`src/rtl/ring_phase_monitor_if.sv`:
```
// Bus between the ring counter / control side and ring_phase_monitor.
// The master drives the ring sample and controls; the monitor (slave) returns phase and health status.
interface ring_phase_monitor_if #(
  parameter int N  = 4,
  parameter int RW = 8,
  parameter int IW = $clog2(N)
) ();
  logic [N-1:0]  ring_in;
  logic          adv;
  logic          clr_err;
  logic [IW-1:0] phase_idx;
  logic          phase_vld;
  logic          locked;
  logic          rev_pulse;
  logic [RW-1:0] rev_cnt;
  logic          illegal_err;
  logic          skip_err;
  logic [7:0]    err_cnt;

  modport master (
    output ring_in, adv, clr_err,
    input  phase_idx, phase_vld, locked, rev_pulse, rev_cnt,
           illegal_err, skip_err, err_cnt
  );

  modport slave (
    input  ring_in, adv, clr_err,
    output phase_idx, phase_vld, locked, rev_pulse, rev_cnt,
           illegal_err, skip_err, err_cnt
  );
endinterface

```
`src/rtl/ring_phase_monitor.sv`:
```
// Checks a rotate-right one-hot ring for legality and single-step advance,
// encodes it to a phase index, counts revolutions and records errors.
module ring_phase_monitor #(
  parameter int N  = 4,
  parameter int RW = 8,
  parameter int IW = $clog2(N)
) (
  input logic clk,
  input logic rst,
  ring_phase_monitor_if.slave bus
);

  typedef enum logic {
    UNLOCKED = 1'b0,
    LOCKED   = 1'b1
  } state_t;

  state_t        state_reg;
  logic [N-1:0]  prev_reg;
  logic [IW-1:0] phase_idx_reg;
  logic          phase_vld_reg;
  logic          rev_pulse_reg;
  logic [RW-1:0] rev_cnt_reg;
  logic          illegal_err_reg;
  logic          skip_err_reg;
  logic [7:0]    err_cnt_reg;

  logic [N-1:0]  expected;
  logic          onehot;
  logic          match;
  logic          wrap;
  logic [IW-1:0] idx_enc;
  logic [7:0]    err_cnt_base;
  logic [7:0]    err_cnt_next;

  // Binary encoder: index bit gi is the OR of every ring bit whose position has bit gi set.
  logic [N-1:0] enc_sel [IW];
  generate
    for (genvar gi = 0; gi < IW; gi++) begin : g_enc_bit
      for (genvar gj = 0; gj < N; gj++) begin : g_enc_src
        if (((gj >> gi) & 1) == 1) begin : g_use
          assign enc_sel[gi][gj] = bus.ring_in[gj];
        end else begin : g_skip
          assign enc_sel[gi][gj] = 1'b0;
        end
      end
      assign idx_enc[gi] = |enc_sel[gi];
    end
  endgenerate

  always_comb begin
    expected     = {prev_reg[0], prev_reg[N-1:1]};
    onehot       = (bus.ring_in != '0) && ((bus.ring_in & (bus.ring_in - 1'b1)) == '0);
    match        = (bus.ring_in == expected);
    wrap         = prev_reg[1] && bus.ring_in[0];
    // A clear in the same cycle as an error restarts the count at that error.
    err_cnt_base = bus.clr_err ? 8'd0 : err_cnt_reg;
    err_cnt_next = (err_cnt_base == 8'd255) ? err_cnt_base : err_cnt_base + 8'd1;
  end

  always_ff @(posedge clk) begin
    if (rst) begin
      state_reg       <= UNLOCKED;
      prev_reg        <= '0;
      phase_idx_reg   <= '0;
      phase_vld_reg   <= 1'b0;
      rev_pulse_reg   <= 1'b0;
      rev_cnt_reg     <= '0;
      illegal_err_reg <= 1'b0;
      skip_err_reg    <= 1'b0;
      err_cnt_reg     <= 8'd0;
    end else begin
      rev_pulse_reg <= 1'b0;
      if (bus.clr_err) begin
        illegal_err_reg <= 1'b0;
        skip_err_reg    <= 1'b0;
        err_cnt_reg     <= 8'd0;
      end
      if (bus.adv) begin
        case (state_reg)
          UNLOCKED: begin
            if (onehot) begin
              prev_reg      <= bus.ring_in;
              phase_idx_reg <= idx_enc;
              phase_vld_reg <= 1'b1;
              state_reg     <= LOCKED;
            end else begin
              illegal_err_reg <= 1'b1;
              err_cnt_reg     <= err_cnt_next;
            end
          end
          LOCKED: begin
            if (match) begin
              prev_reg      <= bus.ring_in;
              phase_idx_reg <= idx_enc;
              if (wrap) begin
                rev_pulse_reg <= 1'b1;
                rev_cnt_reg   <= rev_cnt_reg + 1'b1;
              end
            end else if (onehot) begin
              // Out-of-sequence but legal: resynchronise on this sample without counting a revolution.
              skip_err_reg  <= 1'b1;
              err_cnt_reg   <= err_cnt_next;
              prev_reg      <= bus.ring_in;
              phase_idx_reg <= idx_enc;
            end else begin
              illegal_err_reg <= 1'b1;
              err_cnt_reg     <= err_cnt_next;
              phase_vld_reg   <= 1'b0;
              state_reg       <= UNLOCKED;
            end
          end
          default: state_reg <= UNLOCKED;
        endcase
      end
    end
  end

  assign bus.phase_idx   = phase_idx_reg;
  assign bus.phase_vld   = phase_vld_reg;
  assign bus.locked      = (state_reg == LOCKED);
  assign bus.rev_pulse   = rev_pulse_reg;
  assign bus.rev_cnt     = rev_cnt_reg;
  assign bus.illegal_err = illegal_err_reg;
  assign bus.skip_err    = skip_err_reg;
  assign bus.err_cnt     = err_cnt_reg;

endmodule
```
`src/flat_wrapper.sv`:
```
// flat-port wrapper written by rule: the top's interface ports become plain ports
module ring_phase_monitor_flat 
#(
  parameter int N  = 4,
  parameter int RW = 8,
  parameter int IW = $clog2(N)
)
  (clk, rst, bus_ring_in, bus_adv, bus_clr_err, bus_phase_idx, bus_phase_vld, bus_locked, bus_rev_pulse, bus_rev_cnt, bus_illegal_err, bus_skip_err, bus_err_cnt);
  ring_phase_monitor_if #(.N(N), .RW(RW), .IW(IW)) bus_i ();
  input logic clk;
  input logic rst;
  input wire logic [$bits(bus_i.ring_in)-1:0] bus_ring_in;
  input wire logic [$bits(bus_i.adv)-1:0] bus_adv;
  input wire logic [$bits(bus_i.clr_err)-1:0] bus_clr_err;
  output wire logic [$bits(bus_i.phase_idx)-1:0] bus_phase_idx;
  output wire logic [$bits(bus_i.phase_vld)-1:0] bus_phase_vld;
  output wire logic [$bits(bus_i.locked)-1:0] bus_locked;
  output wire logic [$bits(bus_i.rev_pulse)-1:0] bus_rev_pulse;
  output wire logic [$bits(bus_i.rev_cnt)-1:0] bus_rev_cnt;
  output wire logic [$bits(bus_i.illegal_err)-1:0] bus_illegal_err;
  output wire logic [$bits(bus_i.skip_err)-1:0] bus_skip_err;
  output wire logic [$bits(bus_i.err_cnt)-1:0] bus_err_cnt;
  assign bus_i.ring_in = bus_ring_in;
  assign bus_i.adv = bus_adv;
  assign bus_i.clr_err = bus_clr_err;
  assign bus_phase_idx = bus_i.phase_idx;
  assign bus_phase_vld = bus_i.phase_vld;
  assign bus_locked = bus_i.locked;
  assign bus_rev_pulse = bus_i.rev_pulse;
  assign bus_rev_cnt = bus_i.rev_cnt;
  assign bus_illegal_err = bus_i.illegal_err;
  assign bus_skip_err = bus_i.skip_err;
  assign bus_err_cnt = bus_i.err_cnt;
  ring_phase_monitor #(.N(N), .RW(RW), .IW(IW)) u_core (.clk(clk), .rst(rst), .bus(bus_i));
endmodule
```
`config.mk`:
```
export PLATFORM = sky130hd
export DESIGN_NAME = ring_phase_monitor_flat
export DESIGN_NICKNAME = d
export VERILOG_FILES = /design/src/rtl/ring_phase_monitor_if.sv /design/src/rtl/ring_phase_monitor.sv /design/src/flat_wrapper.sv
export SDC_FILE = /design/constraint.sdc
export NUM_CORES = 1
export LEC_CHECK = 0
export ABC_AREA = 1
export CAP_MARGIN = 20
export CORE_AREA = 4 4 66 68
export DETAILED_ROUTE_END_ITERATION = 16
export DIE_AREA = 0 0 70 72
export PLACE_DENSITY = 0.69
export SLEW_MARGIN = 20
export SYNTH_ARGS = -nofsm -noshare
export SYNTH_HDL_FRONTEND = slang
export SYNTH_SLANG_ARGS = --single-unit
```
`constraint.sdc`:
```
create_clock -name clk -period 1.95 [get_ports clk]
set_input_delay 0.2925 -clock clk [delete_from_list [all_inputs] [get_ports clk]]
set_output_delay 0.2925 -clock clk [all_outputs]
set_load 0.01 [all_outputs]
```
# == After elaboration in Yosys (flattened, before gate mapping) ==
# Cells that the tools add are included.
# word_totals
ff_bits,27
output_inout_bits,23
wordCells,60
# classes
addsub,3
n_eq_ne,5
n_mux,30
n_bitwise,4
reduce_logical,9
# op_table
cell,n
$mux 8,5
$add 8x1->8 const B,2
$pmux 8 s2,1
$mux 1,15
$eq 8x8->1 const B,1
$mux 4,2
$pmux 4 s2,1
$reduce_and 4->1,2
$pmux 1 s2,3
$and 4x4->4,1
$eq 4x4->1,1
$logic_not 4->1,1
$mux 2,2
$ne 2x2->1 const B,2
$pmux 2 s2,1
$reduce_bool 4->1,1
$reduce_or 2->1,2
$reduce_or 4->1,1
$sub 4x1->4 const B,1
$not 1->1,3
$logic_and 1x1->1,2
$ne 2x1->1 const B,1

# == Longest topological paths before layout ==
# depth
word_depth,8
depth_mapped,13
mapped_depth_nobuf,13

# == Least setup slack after synthesis ==
# No wires, ideal clock.
# synth_timing
path_type,register to register
startpoint,register u_core.err_cnt_reg[1] (netlist: u_core.bus.err_cnt[1])
endpoint,register u_core.err_cnt_reg[0] (netlist: u_core.bus.err_cnt[0])
setup_ns,0.113
arrival_time_ns,1.363
t_required_ns,1.837
setup_slack_ns,0.473
stages_incl_launch_ff,13
n_path_buf,0
period_less_slack_ns,1.477
path_cell_list,dfxtp_1 inv_1 nor2_1 ha_1 nand2_1 nor2_2 nand2_1 inv_1 nand2_1 nand4_1 nand2_1 nand2_1 nor2_1
# synth_between
elab_chain_len,6
word_cells_on_any_way,7
classes_between,eq/ne (1); mux (6)
# synth_lines
element,line_no,rtl
from (decl),ring_phase_monitor.sv:26,logic [7:0] err_cnt_reg;
from (signal assigned),ring_phase_monitor.sv:89,err_cnt_reg <= err_cnt_next;
from (signal assigned),ring_phase_monitor.sv:103,err_cnt_reg <= err_cnt_next;
from (signal assigned),ring_phase_monitor.sv:108,err_cnt_reg <= err_cnt_next;
$mux 8 (*),ring_phase_monitor.sv:57,err_cnt_base = bus.clr_err ? 8'd0 : err_cnt_reg;
$eq 8x8->1 (*),ring_phase_monitor.sv:58,err_cnt_next = (err_cnt_base == 8'd255) ? err_cnt_base : err_cnt_base + 8'd1;
$mux 8 (*),ring_phase_monitor.sv:58,
"$mux 8, on equally long branches","ring_phase_monitor.sv:93, ring_phase_monitor.sv:82",
$pmux 8 s2 (*),ring_phase_monitor.sv:80,case (state_reg)
$mux 8 (*),ring_phase_monitor.sv:79,if (bus.adv) begin
# Every way passes the cells marked *; elsewhere a longest branch is shown, timed or not.
# A chain may end at the register's enable or synchronous reset.

# == Worst setup path in the final report ==
# layout_timing
startpoint,input port bus_clr_err
endpoint,register u_core.err_cnt_reg[3] (netlist: u_core.bus.err_cnt[3])
# layout_between
elab_chain_len,6
word_cells_on_any_way,8
classes_between,add/sub (1); eq/ne (1); mux (6)
# layout_lines
element,line_no,rtl
from (decl),flat_wrapper.sv:14,input wire logic [$bits(bus_i.clr_err)-1:0] bus_clr_err;
$mux 8 (*),"ring_phase_monitor.sv:57, ring_phase_monitor.sv:74",
$add 8x1->8 or $eq 8x8->1 (tied branches),ring_phase_monitor.sv:58,
$mux 8,ring_phase_monitor.sv:58,
"$mux 8, on equally long branches","ring_phase_monitor.sv:93, ring_phase_monitor.sv:82",
$pmux 8 s2,ring_phase_monitor.sv:80,
$mux 8 (*),ring_phase_monitor.sv:79,
# Marks and branches as above.

==> metrics.yaml <==
clock_tree:
  cts_setup_buffers: 0
  clkTransAtPathRegs_ns: 0.10
  tritoncts: "built"
  root_buffer: "clkbuf_8"
  cts_buffer_depth: 2
  cts_sinks: 27
  worst_skew_pair.late_latency_ns: 0.28
  h-tree-depth: 1
  postCtsHoldBufs: 0
  ctsResizeCount: 0
  cts_made_buffers: 3
routing:
  vias: 1711
  wl_um: 3960
  viasPerCell: 4.85
  wire_per_inst_um: 11.2
  ant_nets: 0
  dr.pass1.iters: 4
  drt_iter0_markers: 75
  drc_errors: 0
worst_setup_path:
  cp_max_fo: 8
  endpoint: "u_core.bus.err_cnt[3]$_SDFF_PP0_"
  worst_ep_required_time_ns: 2.15
  worst_r2r_endpoint: "u_core.bus.err_cnt[2]$_SDFF_PP0_"
  cp-startpoint: "bus_clr_err"
  r2r_start: "u_core.bus.err_cnt[1]$_SDFF_PP0_"
  end_kind: "flop"
  reg2reg_slack_ns: 0.29
  cp-start-kind: "primary input"
  arrival_ns: 1.96
  crit_type: "primary input to flop"
  rr_worst_depth: 11
floorplanning:
  io_pins: 31
  core_area_um2: 3860
  die_area_um2: 5040
  fp.dieW_um: 70
  rows: 23
  start_util: 0.433
  fp.dieH_um: 72
global_route:
  grt_pass1_vias: 1562
  antenna_found_initial: 0
  grt_pass1_wl_um: 7020
  overflow: 0
  grt_usage: 0.170
  grt_max_degree: 17
yosys:
  ys_seq_area_frac: 0.324
  synth_area_um2: 1670
  syn-instance-count: 255
  ys_types: 29
  synth_warnings: 0
  syn_nets: 266
  avgSynthCellArea_um2: 6.55
  ys_seq_elements: 27
timing:
  maxSlewViolCount: 0
  min_period_ns: 1.76
  setup_viol: 0
  final.period_utilization: 0.902
  max_slew_margin: 0.739
  tightest_slew_ns: 0.391
  finalHoldViolCount: 0
  max_freq_ghz: 0.569
  finClkSkew_ns: 0.00866
  rsz0062_at_grt: "no"
  hold_ws_ns: 0.469
final_layout:
  drive_gt1_frac: 0.145
  fin_area_um2: 2200
  diodes: 0
  final_nets: 315
  fill_cells: 393
  final_cell_mix: "67 x nand2_1, 32 x inv_1, 30 x clkdlybuf4s50_1"
  syn_to_final_growth_pct: 31.9
  layout_commonest_cell: "nand2_1"
power_and_ir_drop:
  powerDensity_nw_per_um2: 540
  p_leak_nw: 1.02
  peakVddDrop_uv: 371
min_path:
  holdPathStages: 2
  hold_path_class: "flop to flop"
placed_design:
  io_buffers: 30
  dpl_cell_area_um2: 2150
  gp_congestion: 0.915
  dp_hpwl_um: 3070
run:
  drv_cap: 0
outcome:
  status: "finished clean"
critical path, stage by stage:
cell and delay [ns]:
clkdlybuf4s50_1 0.53, inv_2 0.05, nand2_1 0.07, inv_1 0.04, ha_1 0.19, nand2_1 0.10
nor2_2 0.06, nand2_1 0.21, nand3_1 0.10, a21oi_1 0.13, nand3_1 0.08, nand2_1 0.06
inv_1 0.03
area by class of cell:
| class | instances | area, um2 | share of cell area |
|---|---|---|---|
| Multi-Input combinational cell | 188 | 965 | 0.438 |
| Clock buffer | 3 | 41.3 | 0.0188 |
| Clock inverter | 1 | 7.51 | 0.00341 |
| Timing Repair Buffer | 48 | 448 | 0.203 |
| Sequential cell | 27 | 541 | 0.245 |
| Tap cell | 50 | 62.6 | 0.0284 |
| Inverter | 36 | 138 | 0.0625 |
routing by layer:
layer	wire length [um]	global-route usage	vias up	share of wire
li1	-	-	914	-
met1	1840	0.224	753	0.46
met2	1940	0.288	41	0.49
met3	146	0.0222	3	0.037
met4	33	0.0574	0	0.0083
met5	0	0	-	0
synth_stat cells (all sizes together):
library cell | number | area [um2]
a21oi | 26 | 149
buf | 1 | 5.00
clkbuf | 3 | 21.3
dfxtp | 27 | 541
ha | 3 | 37.5
inv | 36 | 138
nand2 | 75 | 302
nand3 | 25 | 143
nand3b | 1 | 7.51
nand4 | 8 | 50.1
nor2 | 31 | 150
nor3 | 3 | 15.0
o211ai | 1 | 7.51
o21ai | 8 | 43.8
o21bai | 1 | 7.51
xnor2 | 3 | 26.3
xor2 | 3 | 26.3
power breakdown:
| part | internal (W) | total (W) | switching, W |
|---|---|---|---|
| logic | 0.000117 | 0.000257 | 0.000141 |
| clock network | 0.000146 | 0.000338 | 0.000192 |
| registers | 0.000575 | 0.000595 | 0.0000198 |
| total | 0.000837 | 0.00119 | 0.000353 |
stage by stage:
step	setup TNS, ns	utilization	setup slack, ns	total power (W)	cells
floorplan	0	-	0.473	0.000758	255
global placement	-0.275	0.558	-0.0522	0.000864	349
detailed placement	-0.527	0.558	-0.109	0.000867	349
CTS	0	0.571	0.192	0.00121	353
global route	0	0.571	0.00274	0.00126	353
finish	0	0.571	0.192	0.00119	353
kinds of logic (layout without fill, tap and decap cells):
family | after synthesis | after routing | share of synthesized area
adder cells (fa/ha/maj) | 3 | 3 | 0.0225
XOR/XNOR | 6 | 6 | 0.0315
flip-flops | 27 | 27 | 0.324
AND/OR/NAND/NOR | 143 | 143 | 0.400
AO/OA/AOI/OAI | 36 | 36 | 0.124
buffers and inverters | 40 | 88 | 0.0982
how the worst min path moves through the flow:
stage / start / end / slack, ns
detailed placement: u_core.bus.skip_err$_SDFF_PP0_ / u_core.bus.skip_err$_SDFF_PP0_ / 0.46
finish: u_core.bus.skip_err$_SDFF_PP0_ / u_core.bus.skip_err$_SDFF_PP0_ / 0.47
global route: u_core.bus.skip_err$_SDFF_PP0_ / u_core.bus.skip_err$_SDFF_PP0_ / 0.49
floorplan: bus_ring_in[1] / u_core.bus.phase_idx[0]$_SDFFE_PP0P_ / 0.43
global placement: u_core.prev_reg[0]$_SDFFE_PP0P_ / u_core.prev_reg[0]$_SDFFE_PP0P_ / 0.46
CTS: u_core.bus.skip_err$_SDFF_PP0_ / u_core.bus.skip_err$_SDFF_PP0_ / 0.48
Note: power is estimated with default switching activity, not from simulation.
